File: config.mk
export PLATFORM = sky130hd
export DESIGN_NAME = rvv_backend_alu_issue
export DESIGN_NICKNAME = d
export VERILOG_FILES = /design/src/rtl/rvv_backend_alu_issue.sv
export SDC_FILE = /design/constraint.sdc
export NUM_CORES = 1
export LEC_CHECK = 0
export ABC_AREA = 1
export CAP_MARGIN = 25
export CORE_AREA = 2 2 207 209
export CTS_CLUSTER_DIAMETER = 150
export DETAILED_ROUTE_END_ITERATION = 8
export DIE_AREA = 0 0 209 211
export REMOVE_ABC_BUFFERS = 1
export SYNTH_ARGS = -nofsm -noshare
export SYNTH_HDL_FRONTEND = slang
export SYNTH_SLANG_ARGS = --single-unit
File: constraint.sdc
create_clock -name clk -period 1.55 [get_ports clk]
set_clock_uncertainty 0.1 [all_clocks]
set_input_delay 0.3875 -clock clk [delete_from_list [all_inputs] [get_ports clk]]
set_output_delay 0.3875 -clock clk [all_outputs]
set_load 0.1 [all_outputs]
File: src/rtl/rvv_backend_alu_issue.sv
// Issue stage between the ALU reservation station and two ALU lanes.
// Pops up to two uops per cycle into free lanes and counts stalled cycles.
`ifndef ALU_RS_WIDTH
`define ALU_RS_WIDTH 128
`endif

module rvv_backend_alu_issue #(
  parameter int DWIDTH = `ALU_RS_WIDTH,
  parameter int CNTW   = 16
) (
  input  logic                   clk,
  input  logic                   rst_n,
  input  logic [1:0][DWIDTH-1:0] alu_uop_rs2ex,
  input  logic                   fifo_empty_rs2ex,
  input  logic                   fifo_1left_to_empty_rs2ex,
  output logic [1:0]             pop_ex2rs,
  input  logic                   trap_flush_rvv,
  output logic [1:0]             uop_valid_ex,
  output logic [1:0][DWIDTH-1:0] uop_data_ex,
  input  logic [1:0]             uop_ready_ex,
  output logic [CNTW-1:0]        stall_cnt
);

  logic [1:0] free;
  logic       has1;
  logic       has2;
  logic       both_free;
  logic       load0;
  logic       load1;
  logic       sel1;
  logic [1:0] valid_n;
  logic       stall_inc;

  assign free      = ~uop_valid_ex | uop_ready_ex;
  assign both_free = &free;
  assign has1      = ~fifo_empty_rs2ex;
  assign has2      = ~fifo_empty_rs2ex & ~fifo_1left_to_empty_rs2ex;

  // sel1 picks the second-oldest entry for lane1 only on a dual pop
  always_comb begin
    pop_ex2rs = 2'b00;
    load0     = 1'b0;
    load1     = 1'b0;
    sel1      = 1'b0;
    if (rst_n && !trap_flush_rvv && has1) begin
      unique case (1'b1)
        both_free && has2: begin
          pop_ex2rs = 2'b11;
          load0     = 1'b1;
          load1     = 1'b1;
          sel1      = 1'b1;
        end
        both_free && !has2: begin
          pop_ex2rs = 2'b01;
          load0     = 1'b1;
        end
        free == 2'b01: begin
          pop_ex2rs = 2'b01;
          load0     = 1'b1;
        end
        free == 2'b10: begin
          pop_ex2rs = 2'b01;
          load1     = 1'b1;
        end
        default: ;
      endcase
    end
  end

  always_comb begin
    valid_n = uop_valid_ex;
    if (trap_flush_rvv) begin
      valid_n = 2'b00;
    end else begin
      if (load0)        valid_n[0] = 1'b1;
      else if (free[0]) valid_n[0] = 1'b0;
      if (load1)        valid_n[1] = 1'b1;
      else if (free[1]) valid_n[1] = 1'b0;
    end
  end

  always_ff @(posedge clk or negedge rst_n) begin
    if (!rst_n) begin
      uop_valid_ex <= 2'b00;
    end else begin
      uop_valid_ex <= valid_n;
    end
  end

  always_ff @(posedge clk or negedge rst_n) begin
    if (!rst_n) begin
      uop_data_ex <= '0;
    end else begin
      if (load0) uop_data_ex[0] <= alu_uop_rs2ex[0];
      if (load1) uop_data_ex[1] <= sel1 ? alu_uop_rs2ex[1]
                                        : alu_uop_rs2ex[0];
    end
  end

  assign stall_inc = has1 && (pop_ex2rs == 2'b00) && !trap_flush_rvv;

  always_ff @(posedge clk or negedge rst_n) begin
    if (!rst_n) begin
      stall_cnt <= '0;
    end else if (stall_inc && !(&stall_cnt)) begin
      stall_cnt <= stall_cnt + CNTW'(1);
    end
  end

endmodule
# ---- After elaboration in Yosys (flattened, before gate mapping)
# Index checks and enable logic that the tools add are counted.
dict set report op_classes {
  add_sub_neg 1
  n_eq_ne 2
  muxes 14
  bitwise_logic 5
  n_reduce_logical 18
}
# operator count
set ops {}
lappend ops {{128-bit 2-to-1 mux} 1}
lappend ops {{16-bit by 1-bit adder with 16-bit output (second input constant)} 1}
lappend ops {{16-bit AND reduction} 1}
lappend ops {{1-bit 2-to-1 mux} 10}
lappend ops {{1-bit logical AND} 7}
lappend ops {{3-bit nonzero test} 2}
lappend ops {{3-bit OR reduction} 2}
lappend ops {{2-bit 2-to-1 mux} 2}
lappend ops {{2-bit case mux with 2 select lines} 1}
lappend ops {{1-bit zero test} 3}
lappend ops {{2-bit by 1-bit == test with 1-bit output (second input constant)} 1}
lappend ops {{2-bit == test (second input constant)} 1}
lappend ops {{2-bit zero test} 1}
lappend ops {{1-bit inverter} 2}
lappend ops {{2-bit inverter} 1}
lappend ops {{2-bit OR} 1}
lappend ops {{2-bit AND reduction} 1}
lappend ops {{2-bit OR reduction} 1}
lappend ops {{1-bit AND} 1}
dict set report totals {
  regBits 274
}

# ---- Depth between registers and ports, before layout
dict set report depth {
  word_depth 11
  ltp_mapped 10
  mapped_depth_nobuf 9
}

# ---- Least setup slack after synthesis
# OpenSTA, ideal clock, no wires.
dict set report synth_path {
  path_kind {register to output}
  start {register uop_valid_ex[1]}
  end {output port pop_ex2rs[1]}
  t_arrival_ns 1.935
  path_slack_ns -0.873
  path_stages_with_launch 7
  path_buffers 1
  cell_sequence {dfrtp_1 > inv_1 > nor2_1 > nor3_1 > nand2_1 > inv_2 > buf_2}
}
dict set report synth_via {
  elab_chain_cells 7
  word_cells_on_any_way 10
  classes_between {eq/ne (2); mux (2); bitwise (2); reduce/logical (4)}
}
# element line_no
set synth_rtl {}
lappend synth_rtl {{from (decl)} 18} ;# output logic [1:0] uop_valid_ex,
lappend synth_rtl {{from (signal assigned)} 86} ;# uop_valid_ex <= valid_n;
lappend synth_rtl {{2-bit inverter (*)} 34} ;# assign free = ~uop_valid_ex | uop_ready_ex;
lappend synth_rtl {{2-bit OR (*)} 34}
lappend synth_rtl {{2-bit AND reduction} 35} ;# assign both_free = &free;
lappend synth_rtl {{1-bit logical AND} 53} ;# both_free && !has2: begin
lappend synth_rtl {{3-bit OR reduction (no source line)} -}
lappend synth_rtl {{2-bit case mux with 2 select lines (*)} 46} ;# unique case (1'b1)
lappend synth_rtl {{2-bit 2-to-1 mux (*)} 45} ;# if (rst_n && !trap_flush_rvv && has1) begin
lappend synth_rtl {{to (decl)} 16} ;# output logic [1:0] pop_ex2rs,
# Every way passes the cells marked *; elsewhere a longest branch is shown, timed or not.

# ---- Worst setup path in the final report
# Same ends and word-level chain as after synthesis.

==> metrics <==
outcome=finished, violations left; violated checks=negative setup slack; initial core utilization=27.3%; antenna diode count=0; simple logic cell fraction of the synthesized area=35.1%; routed wire length=59900 um; portion of the post-synthesis area used by sequential elements=60.1%; detailed placer's ending HPWL=32800 um; pwr dens=1610 nW/um^2; clock root cell=sky130_fd_sc_hd__clkbuf_16; share of the synthesized area in compound gates (AO/OA/AOI/OAI)=0.614%; worst path setup slack after routing=-653 ps; Area Growth Syn to Fin=128%; height of the die=211 um; core outline area=41800 um^2; type of element capturing the critical path=primary output; I/O pin count=539; Worst Min Path Start=trap_flush_rvv; number of setup violations in the final report=549; instance area after placement=20700 um^2; origin of the critical flop-to-flop path=uop_valid_ex[0]; maximum number of pins on one net before global-route repair=139; cell with the most instances after synthesis=sky130_fd_sc_hd__nand2_1; First DRT Iteration DRCs=756; post-synthesis async set-or-reset flop share=100%; post-synthesis sequential element count=274; Max-cap violations=0; count of placed standard cells including taps=2482; critical path type=reg2out; vias per cell=4.82; Pleak=0.0126 uW; worst path required time=1060 ps; share of cells above drive strength 1=41.6%; syn avg cell area=8.16 um^2; Max Transition Viols Final=0; remaining max-slew budget at the tightest pin=35.3%; post-synthesis adder-cell area fraction=0.110%; min Tclk post-route=2200 ps; clock buffers created by TritonCTS=35; unrepaired setup endpoints after global routing=true; transition time of the tightest slew-check pin=971 ps; period utilisation layout=142%; detailed-router iteration count before antenna repair=5; Cell Area, Synth=11400 um^2; TritonCTS clock tree=done; most used flip-flop cell after synthesis=sky130_fd_sc_hd__dfrtp_1; Commonest cells post-synth=sky130_fd_sc_hd__nand2_1, sky130_fd_sc_hd__dfrtp_1, sky130_fd_sc_hd__nand3_1, sky130_fd_sc_hd__buf_2, sky130_fd_sc_hd__clkbuf_1; Worst Reg-to-Reg Cells=13; GRT Total Usage=24.0%; cell type with the largest total area after synthesis=sky130_fd_sc_hd__dfrtp_1; distinct cell type count of the synthesized netlist=18; area of all placed cells without fillers=26000 um^2; area enclosed by the die boundary=44100 um^2; critical path data arrival time=1720 ps; VDD IR max=1.05 mV; number of global-route vias before repair=12900; dominant cells by area after synthesis=sky130_fd_sc_hd__dfrtp_1, sky130_fd_sc_hd__nand2_1, sky130_fd_sc_hd__nand3_1; number of DRC violations after detailed routing=0; kind of start point of the critical path=register; fmax=454 MHz; XOR/XNOR Fraction of Synth Area=0.384%; weighted congestion at the end of routability-driven global placement=0.889; number of instances in the synthesized netlist=1399; count of buffers inserted at the top-level ports=538; maximum net fanout on the critical path=2; setup slack, reg-to-reg=-510 ps; number of enable flip-flop cells after synthesis=0; count of synthesis-stage warnings from yosys=0; global-route wire length before repair=79800 um; largest family of logic cells by synthesized area=simple AND/OR/NAND/NOR gates; worst reg2reg path endpoint=uop_data_ex[231]; share of synthesized area spent on multiplexers=0%; Max clock buf depth=3; final number of hold-violating endpoints=0; Worst Hold Endpoint=uop_valid_ex[1]; overall die width=209 um; number of routed nets with antenna violations=0; row count=75; fraction of synthesized cell area taken by the top area cell type=60.1%; number of antenna violations at the first check in global routing=2; number of non-filler instances in the completed layout=2671; level count of the clock H-tree=2; total congestion overflow=0; depth of the worst hold-timing path=2; worst setup timing slack at the placement stage=-719 ps; worst hold margin=161 ps; clock latency on the worst-skew pair=530 ps; class of the worst hold path=in2reg; clock-pin slew on the worst setup and hold paths=60 ps; average wire per standard cell=22.4 um; fin nets=2371; routed vias=12900; clk sink count=274; fraction of the core area covered by cells at the end of the flow=62.4%
-- state kept, by name, summed over array words and instances (netlist names) --
register / flops
stall_cnt: 16
uop_valid_ex: 2
uop_data_ex: 256
-- how the worst max path moves through the flow --
stage | from | endpoint | cells after the start
2_1_floorplan | uop_valid_ex[0] | uop_data_ex[124] | 5
3_3_place_gp | uop_ready_ex[0] | uop_data_ex[207] | 11
3_5_place_dp | uop_ready_ex[0] | uop_data_ex[215] | 11
4_1_cts | uop_valid_ex[1] | pop_ex2rs[1] | 8
5_1_grt | uop_valid_ex[1] | pop_ex2rs[1] | 8
6_report | uop_valid_ex[1] | pop_ex2rs[1] | 8
-- cell type report --
class / instances / area [um^2]
repair inverters: 1 / 20.0
fillers: 3221 / 15700
multi-input cells: 1030 / 5990
well taps: 539 / 674
inverters: 25 / 159
clock buffers: 54 / 1100
flip-flops and latches: 274 / 6860
clock inverters: 8 / 92.6
repair buffers: 740 / 11100
-- metrics by stage --
stage	total power, uW	setup TNS (ps)
finish	42000	-102040
floorplan	22100	-1149530
CTS	40800	-101290
global placement	31400	-165180
detailed placement	31600	-167110
global route	43200	-128890
-- worst max-delay path: stages (launching register included) --
cell and delay [ps]:
sky130_fd_sc_hd__dfrtp_1 370, sky130_fd_sc_hd__inv_1 60, sky130_fd_sc_hd__nor2_2 40, sky130_fd_sc_hd__nor3_2 130
sky130_fd_sc_hd__buf_4 160, sky130_fd_sc_hd__nand2_4 50, sky130_fd_sc_hd__inv_4 60, sky130_fd_sc_hd__buf_12 120
sky130_fd_sc_hd__buf_12 170
-- logic make-up (layout without fill, tap and decap cells) --
logic type	count (synthesis)	count (layout)
xor+xnor	5	5
buf+inv	95	828
flops	274	274
simple gates	1010	1010
fa+ha+maj	1	1
compound gates	14	14
-- power by group --
group	switching (uW)	internal, uW
registers	2060	8670
logic	14500	8300
clock network	3280	5210
-- what timing repair did --
action	4_1_cts	5_1_grt
hold buffers	1	0
resized for setup	159	514
gates cloned	35	19
pin swaps	10	59
endpoints found under the hold margin	4	0
setup buffers	68	32
setup endpoints to repair	540	579
-- placed cells by master (no fill, tap or decap), drive strengths merged --
cell type	count
nand2	837
buf	465
dfrtp	274
clkdlybuf4s50	259
nand3	138
clkbuf	67
nor2	25
inv	24
o21ai	14
clkinv	7
nand4	6
xor2	5
nand3b	2
bufinv	2
dlygate4sd2	2
nor3	2
ha	1
clkinvlp	1
dlygate4sd3	1
-- routing by layer --
| layer | part of all wire (%) | global-route usage (%) |
|---|---|---|
| met5 | 0.022 | 0 |
| met1 | 39 | 28.3 |
| met2 | 50 | 41.9 |
| met4 | 3.9 | 8.62 |
| met3 | 7.5 | 6.82 |
Power figures use the tool's default switching activity.
